<file path="src/rtl/exc_check_requester_if.sv">
// Handshake bundle between the requester and the exception checker.
// The requester presents one operand at a time on Data/Data_valid; the checker
// answers with a one-cycle ACK carrying its 3-bit code on Exc.
interface exc_check_requester_if;
    logic [31:0] Data;
    logic        Data_valid;
    logic [2:0]  Exc;
    logic        ACK;

    modport master (output Data, output Data_valid, input Exc, input ACK);
    modport slave  (input Data, input Data_valid, output Exc, output ACK);
endinterface

</file>
<file path="src/rtl/exc_check_requester.sv">
// Initiator side of the exception-checker handshake. Accepts an (A, B) operand
// pair, sends A then B to the checker, captures both codes and returns them
// with a one-cycle Res_valid pulse. Each operand has a timeout guard; a timed
// out operand reports code 111.
// Optional build macro: SPECIAL_RESULT_EN (adds the NaN/infinity special result).
//
// state | meaning
// IDLE  | ready for a new operand pair
// REQ_A | operand A presented, waiting for ACK or timeout
// GAP   | between operands, waiting for the checker to drop ACK
// REQ_B | operand B presented, waiting for ACK or timeout
// DONE  | one-cycle result pulse
module exc_check_requester #(
    parameter int unsigned TIMEOUT_CYCLES = 15,
    parameter int unsigned CNT_W          = 8
) (
    input  logic                         CLK,
    input  logic                         RST,
    input  logic [31:0]                  Op_A,
    input  logic [31:0]                  Op_B,
    input  logic                         Op_valid,
    output logic                         Op_ready,
    exc_check_requester_if.master        chk,
    output logic [2:0]                   Exc_A,
    output logic [2:0]                   Exc_B,
    output logic                         Res_valid,
    output logic                         Timeout,
    output logic [31:0]                  Special_result,
    output logic                         Special_valid
);

    typedef enum logic [2:0] {IDLE, REQ_A, GAP, REQ_B, DONE} state_t;

    state_t           state_q, state_d;
    logic [CNT_W-1:0] cnt_q;
    logic [CNT_W-1:0] cnt_inc;
    logic [31:0]      op_b_q;
    logic             tmo_q;
    logic             timeout_hit;
    logic             load_a, load_b, capture, expire, count_en;
    logic [2:0]       code;

    // Saturating increment; the count never wraps back to zero.
    assign cnt_inc     = (cnt_q == {CNT_W{1'b1}}) ? cnt_q : cnt_q + 1'b1;
    assign timeout_hit = (32'(cnt_inc) >= TIMEOUT_CYCLES);
    assign code        = capture ? chk.Exc : 3'b111;
    assign Timeout     = (state_q == DONE) & tmo_q;

    // State register.
    always_ff @(posedge CLK) begin
        if (RST) state_q <= IDLE;
        else     state_q <= state_d;
    end

    // Next-state and per-cycle control decode.
    always_comb begin
        state_d   = state_q;
        Op_ready  = 1'b0;
        Res_valid = 1'b0;
        load_a    = 1'b0;
        load_b    = 1'b0;
        capture   = 1'b0;
        expire    = 1'b0;
        count_en  = 1'b0;
        case (state_q)
            IDLE: begin
                Op_ready = 1'b1;
                if (Op_valid) begin
                    load_a  = 1'b1;
                    state_d = REQ_A;
                end
            end
            REQ_A, REQ_B: begin
                if (chk.ACK) begin
                    capture = 1'b1;
                    state_d = (state_q == REQ_A) ? GAP : DONE;
                end else if (timeout_hit) begin
                    expire  = 1'b1;
                    state_d = (state_q == REQ_A) ? GAP : DONE;
                end else begin
                    count_en = 1'b1;
                end
            end
            GAP: begin
                // Hold off B until the checker has released ACK.
                if (!chk.ACK) begin
                    load_b  = 1'b1;
                    state_d = REQ_B;
                end
            end
            DONE: begin
                Res_valid = 1'b1;
                state_d   = IDLE;
            end
            default: state_d = IDLE;
        endcase
    end

`ifdef SPECIAL_RESULT_EN
    logic sign_a_q;

    // Sign of A must be kept because Data is overwritten with B.
    always_ff @(posedge CLK) begin
        if (RST)         sign_a_q <= 1'b0;
        else if (load_a) sign_a_q <= Op_A[31];
    end

    // Special result from the captured codes, presented only in DONE.
    always_comb begin
        Special_valid  = 1'b0;
        Special_result = 32'h0;
        if (state_q == DONE) begin
            if (Exc_A == 3'b100 || Exc_B == 3'b100) begin
                Special_valid  = 1'b1;
                Special_result = 32'h7FC0_0000;
            end else if (Exc_A == 3'b011 && Exc_B == 3'b011) begin
                Special_valid  = 1'b1;
                Special_result = (sign_a_q != op_b_q[31]) ? 32'h7FC0_0000
                                                          : {sign_a_q, 31'h7F80_0000};
            end else if (Exc_A == 3'b011) begin
                Special_valid  = 1'b1;
                Special_result = {sign_a_q, 31'h7F80_0000};
            end else if (Exc_B == 3'b011) begin
                Special_valid  = 1'b1;
                Special_result = {op_b_q[31], 31'h7F80_0000};
            end
        end
    end
`else
    assign Special_result = 32'h0;
    assign Special_valid  = 1'b0;
`endif

    // Datapath: operand staging, request line, timeout counter and code capture.
    always_ff @(posedge CLK) begin
        if (RST) begin
            op_b_q         <= 32'h0;
            chk.Data       <= 32'h0;
            chk.Data_valid <= 1'b0;
            cnt_q          <= '0;
            tmo_q          <= 1'b0;
            Exc_A          <= 3'b000;
            Exc_B          <= 3'b000;
        end else begin
            if (load_a) begin
                op_b_q         <= Op_B;
                chk.Data       <= Op_A;
                chk.Data_valid <= 1'b1;
                cnt_q          <= '0;
                tmo_q          <= 1'b0;
            end
            if (load_b) begin
                chk.Data       <= op_b_q;
                chk.Data_valid <= 1'b1;
                cnt_q          <= '0;
            end
            if (count_en) cnt_q <= cnt_inc;
            if (capture || expire) begin
                chk.Data_valid <= 1'b0;
                if (state_q == REQ_A) Exc_A <= code;
                else                  Exc_B <= code;
                if (expire) tmo_q <= 1'b1;
            end
            if (state_q == DONE) tmo_q <= 1'b0;
        end
    end

endmodule

</file>
<file path="src/flat_wrapper.sv">
// flat-port wrapper written by rule: the top's interface ports become plain ports
module exc_check_requester_flat 
#(
    parameter int unsigned TIMEOUT_CYCLES = 15,
    parameter int unsigned CNT_W          = 8
)
  (CLK, RST, Op_A, Op_B, Op_valid, Op_ready, Exc_A, Exc_B, Res_valid, Timeout, Special_result, Special_valid, chk_Data, chk_Data_valid, chk_Exc, chk_ACK);
  exc_check_requester_if chk_i ();
  input  logic CLK;
  input  logic RST;
  input  logic [31:0] Op_A;
  input  logic [31:0] Op_B;
  input  logic Op_valid;
  output logic Op_ready;
  output logic [2:0] Exc_A;
  output logic [2:0] Exc_B;
  output logic Res_valid;
  output logic Timeout;
  output logic [31:0] Special_result;
  output logic Special_valid;
  output wire logic [$bits(chk_i.Data)-1:0] chk_Data;
  output wire logic [$bits(chk_i.Data_valid)-1:0] chk_Data_valid;
  input wire logic [$bits(chk_i.Exc)-1:0] chk_Exc;
  input wire logic [$bits(chk_i.ACK)-1:0] chk_ACK;
  assign chk_Data = chk_i.Data;
  assign chk_Data_valid = chk_i.Data_valid;
  assign chk_i.Exc = chk_Exc;
  assign chk_i.ACK = chk_ACK;
  exc_check_requester #(.TIMEOUT_CYCLES(TIMEOUT_CYCLES), .CNT_W(CNT_W)) u_core (.CLK(CLK), .RST(RST), .Op_A(Op_A), .Op_B(Op_B), .Op_valid(Op_valid), .Op_ready(Op_ready), .chk(chk_i), .Exc_A(Exc_A), .Exc_B(Exc_B), .Res_valid(Res_valid), .Timeout(Timeout), .Special_result(Special_result), .Special_valid(Special_valid));
endmodule
</file>
<file path="config.mk">
export PLATFORM = sky130hd
export DESIGN_NAME = exc_check_requester_flat
export DESIGN_NICKNAME = d
export VERILOG_FILES = /design/src/rtl/exc_check_requester_if.sv /design/src/rtl/exc_check_requester.sv /design/src/flat_wrapper.sv
export SDC_FILE = /design/constraint.sdc
export NUM_CORES = 1
export LEC_CHECK = 0
export CAP_MARGIN = 25
export CORE_ASPECT_RATIO = 0.8
export CORE_MARGIN = 4
export CORE_UTILIZATION = 40
export CTS_CLUSTER_DIAMETER = 40
export DETAILED_ROUTE_END_ITERATION = 8
export PLACE_DENSITY = 0.77
export SYNTH_ARGS = -nofsm -noshare
export SYNTH_HDL_FRONTEND = slang
export SYNTH_SLANG_ARGS = --single-unit
</file>
<file path="constraint.sdc">
create_clock -name CLK -period 1.65 [get_ports CLK]
set_input_delay 0.33 -clock CLK [delete_from_list [all_inputs] [get_ports CLK]]
set_output_delay 0.33 -clock CLK [all_outputs]
set_load 0.01 [all_outputs]
</file>
==> impl_metrics.env, run 1 <==
export IMPL_max_cap_violations=0
export IMPL_fp_dieH_um=95.6
export IMPL_synth_edf_count=0
export IMPL_die_w_um=118
export IMPL_area_growth_pct=57.7
export IMPL_n_antenna_cell=0
export IMPL_fin_crit_ps=1810
export IMPL_rows=31
export IMPL_rsz0062_at_grt="yes"
export IMPL_vias=3819
export IMPL_end_kind="register"
export IMPL_period_share_pct=109
export IMPL_ant_nets=0
export IMPL_routed_wl_mm=11.9
export IMPL_final_net_count=685
export IMPL_crit_path_max_fanout=6
export IMPL_pwr_density_cell_nw_per_um2=971
export IMPL_routabilityCongestion=0.842
export IMPL_finalInstanceArea_um2=6050
export IMPL_cts_htree_levels=3
export IMPL_cts_tree="yes"
export IMPL_crit_start="u_core.cnt_q[0]$_SDFFE_PP0P_"
export IMPL_antenna_found_initial=0
export IMPL_synth_cell_type_count=48
export IMPL_avgViaCountPerCell=5.21
export IMPL_crit_reg2reg_launch="u_core.cnt_q[0]$_SDFFE_PP0P_"
export IMPL_async_flop_share_pct=0
export IMPL_cts_sinks=83
export IMPL_cpMostUsedCell="buf_6"
export IMPL_dpl_instance_area_um2=5190
export IMPL_die_area_um2=11200
export IMPL_grt_use_total_pct=17.6
export IMPL_p_leak_uw=0.00242
export IMPL_core_area_um2=9190
export IMPL_dr_pass1_iters=5
export IMPL_critPathMaxStageDelay_ps=390
export IMPL_cpLargestDelayFamily="compound AO/OA/AOI/OAI gates"
export IMPL_drc_errors=0
export IMPL_synth_warnings=0
export IMPL_fmax_mhz=554
export IMPL_min_from="RST"
export IMPL_relSlewSlack_pct=67.4
export IMPL_avgRoutedWirePerCell_um=16.3
export IMPL_setup_worst_path_start_class="register"
export IMPL_hold_path_class="primary input to register"
export IMPL_setup_violations=33
export IMPL_grt_ovfl_total=0
export IMPL_clock_latency_ps=330
export IMPL_holdBufCountCts=0
export IMPL_grt_pass1_vias=3507
export IMPL_clk_pin_slew_worst_paths_ps=70
export IMPL_max_clock_path_buffers=2
export IMPL_dp_hpwl_mm=7.39
export IMPL_yosysSeqAreaShare_pct=43.3
export IMPL_critical_path_cell_chain="ha_4, and3_4, buf_6, nand4_1, buf_6, a211o_4, o21bai_4, a211oi_1"
export IMPL_crit_buf_inv=2
export IMPL_regArea_um2=1670
export IMPL_syn_inst=469
export IMPL_synth_seq_cells=83
export IMPL_grt_pass1_wl_mm=16.4
export IMPL_worst_ir_drop_vdd_mv=0.593
export IMPL_io_buffers=112
export IMPL_grt_max_degree=35
export IMPL_clock_skew_ps=9.27
export IMPL_slew_viol_final=0
export IMPL_nFillCells=723
export IMPL_status="finished, violations left"
export IMPL_p_total_uw=5880
export IMPL_synth_area_per_cell_um2=8.18
export IMPL_synth_area_um2=3840
export IMPL_violations="setup timing"
export IMPL_crit_type="register to register"
export IMPL_crit_slowest_cell="a211o_4"
export IMPL_final_hold_violation_count=0
export IMPL_worstPathRequired_ps=1860
export IMPL_setup_ws_ps=-156
export IMPL_synth_ff_type="dfxtp_1"
export IMPL_multi_input_area_um2=2160
export IMPL_pin_count=146
export IMPL_clockRootBuffer="clkbuf_16"
export IMPL_worstMarginPinSlew_ps=482
export IMPL_arrival_ps=2010
export IMPL_drive_gt1_share_pct=25.2
export IMPL_cts_buffers=9
export IMPL_drt_initial_drc_count=279
export IMPL_initial_core_util_pct=41.7
-- layout by cell type, fill, tap and decap left out, types with 4 or more instances in the layout --
cell type	n
conb_1	33
nor3_2	4
a21oi_1	33
a311oi_2	27
clkbuf_16	15
dfxtp_2	4
nor2_1	17
nand2_1	136
dfxtp_1	78
clkdlybuf4s50_1	106
nand3_1	5
buf_6	8
inv_1	6
a311oi_1	5
nor2_4	7
nor3_1	4
buf_12	7
nor4b_1	5
inv_6	4
nor2_2	17
buf_4	32
and3_1	4
-- routing by layer --
| layer | track usage, % | share of wire (%) |
|---|---|---|
| met5 | 0 | 0 |
| met4 | 4.98 | 1.1 |
| met3 | 5.22 | 5.8 |
| met2 | 30.2 | 50 |
| met1 | 21.9 | 43 |
-- sequential cells by signal, summed over array words and instances (netlist names) --
register               count
u_core.Exc_A               3
u_core.Exc_B               3
u_core.chk.Data           32
u_core.chk.Data_valid      1
u_core.cnt_q               8
u_core.op_b_q             32
u_core.state_q             3
u_core.tmo_q               1
-- Yosys cell counts (all sizes together), types with 2 or more instances --
cell    number  area, µm²
a211oi       4       35.0
nand3        5       25.0
mux2i        3       30.0
a311oi      32        343
nor3         9       61.3
and2         3       18.8
nor2        41        154
a211o        2       17.5
buf         51        374
a31oi        3       18.8
clkbuf      15       56.3
nor4b        5       43.8
o21ai        4       20.0
a21oi       35        179
inv          6       22.5
nand4        3       18.8
and3         6       42.5
nor2b        3       18.8
nand2      138        518
dfxtp       83       1660
-- stage by stage --
step                      utilization, %  hold WS (ps)  setup slack, ps  TNS, ps  instances
final                               65.8           340             -156    -2240        733
after CTS                           59.9           339             -165    -1710        717
after detailed placement            56.4           448             -247    -9380        701
after global placement              56.4           443             -195    -7630        701
after global routing                65.8           336             -229    -4210        733
after floorplan                        -           434             -124     -628        501
-- path summary, 6_finish.rpt --
path              cells after the start  slack [ps]                             to
setup reg to reg                      8        -160   u_core.Exc_B[0]$_SDFFE_PP0P_
hold reg to reg                       2         460  u_core.op_b_q[6]$_SDFFE_PP0P_
hold / removal                        2         340   u_core.Exc_B[1]$_SDFFE_PP0P_
setup / recovery                      8        -160   u_core.Exc_B[0]$_SDFFE_PP0P_
-- logic make-up (layout without fill, tap and decap cells) --
kind of cell / count (synthesis) / count (layout) / synth area share, %
DFF: 83 / 83 / 43.3
other: 1 / 33 / 0.0977
xor gates and xnor gates: 2 / 2 / 0.457
and+or+nand+nor: 221 / 222 / 25.3
buffers and inverters: 72 / 188 / 11.8
muxes: 3 / 3 / 0.783
AOI/OAI and AO/OA: 86 / 86 / 18.0
adders and majority gates: 1 / 1 / 0.326
-- area by class of cell --
cell class	instances	share of cell area, %
well taps	115	2.38
repair buffers	166	28.9
multi-input cells	347	35.7
clock inverters	7	1.34
inverters	6	0.372
clock buffers	9	3.72
flip-flops and latches	83	27.6
-- where the power goes --
part           internal [µW]  total [µW]  switching [µW]  leakage (µW)
clock                   1200        2050             845      0.000153
combinational            789        1500             715       0.00159
sequential              2200        2330             128      0.000682
-- repair_timing --
action,CTS,global route
pin swaps,1,11
cloned,0,10
endpoints found under the setup margin,48,45
hold endpoints to repair,0,0
resized for setup,9,81
buffers inserted,0,6
Power figures use the tool's default switching activity.
==> run 2, diff against run 1 <==
HOLD_SLACK_MARGIN = 0.1   (was not set)
==> results of run 2 <==
Final layout, timing and power as in run 1 (identical DEF).
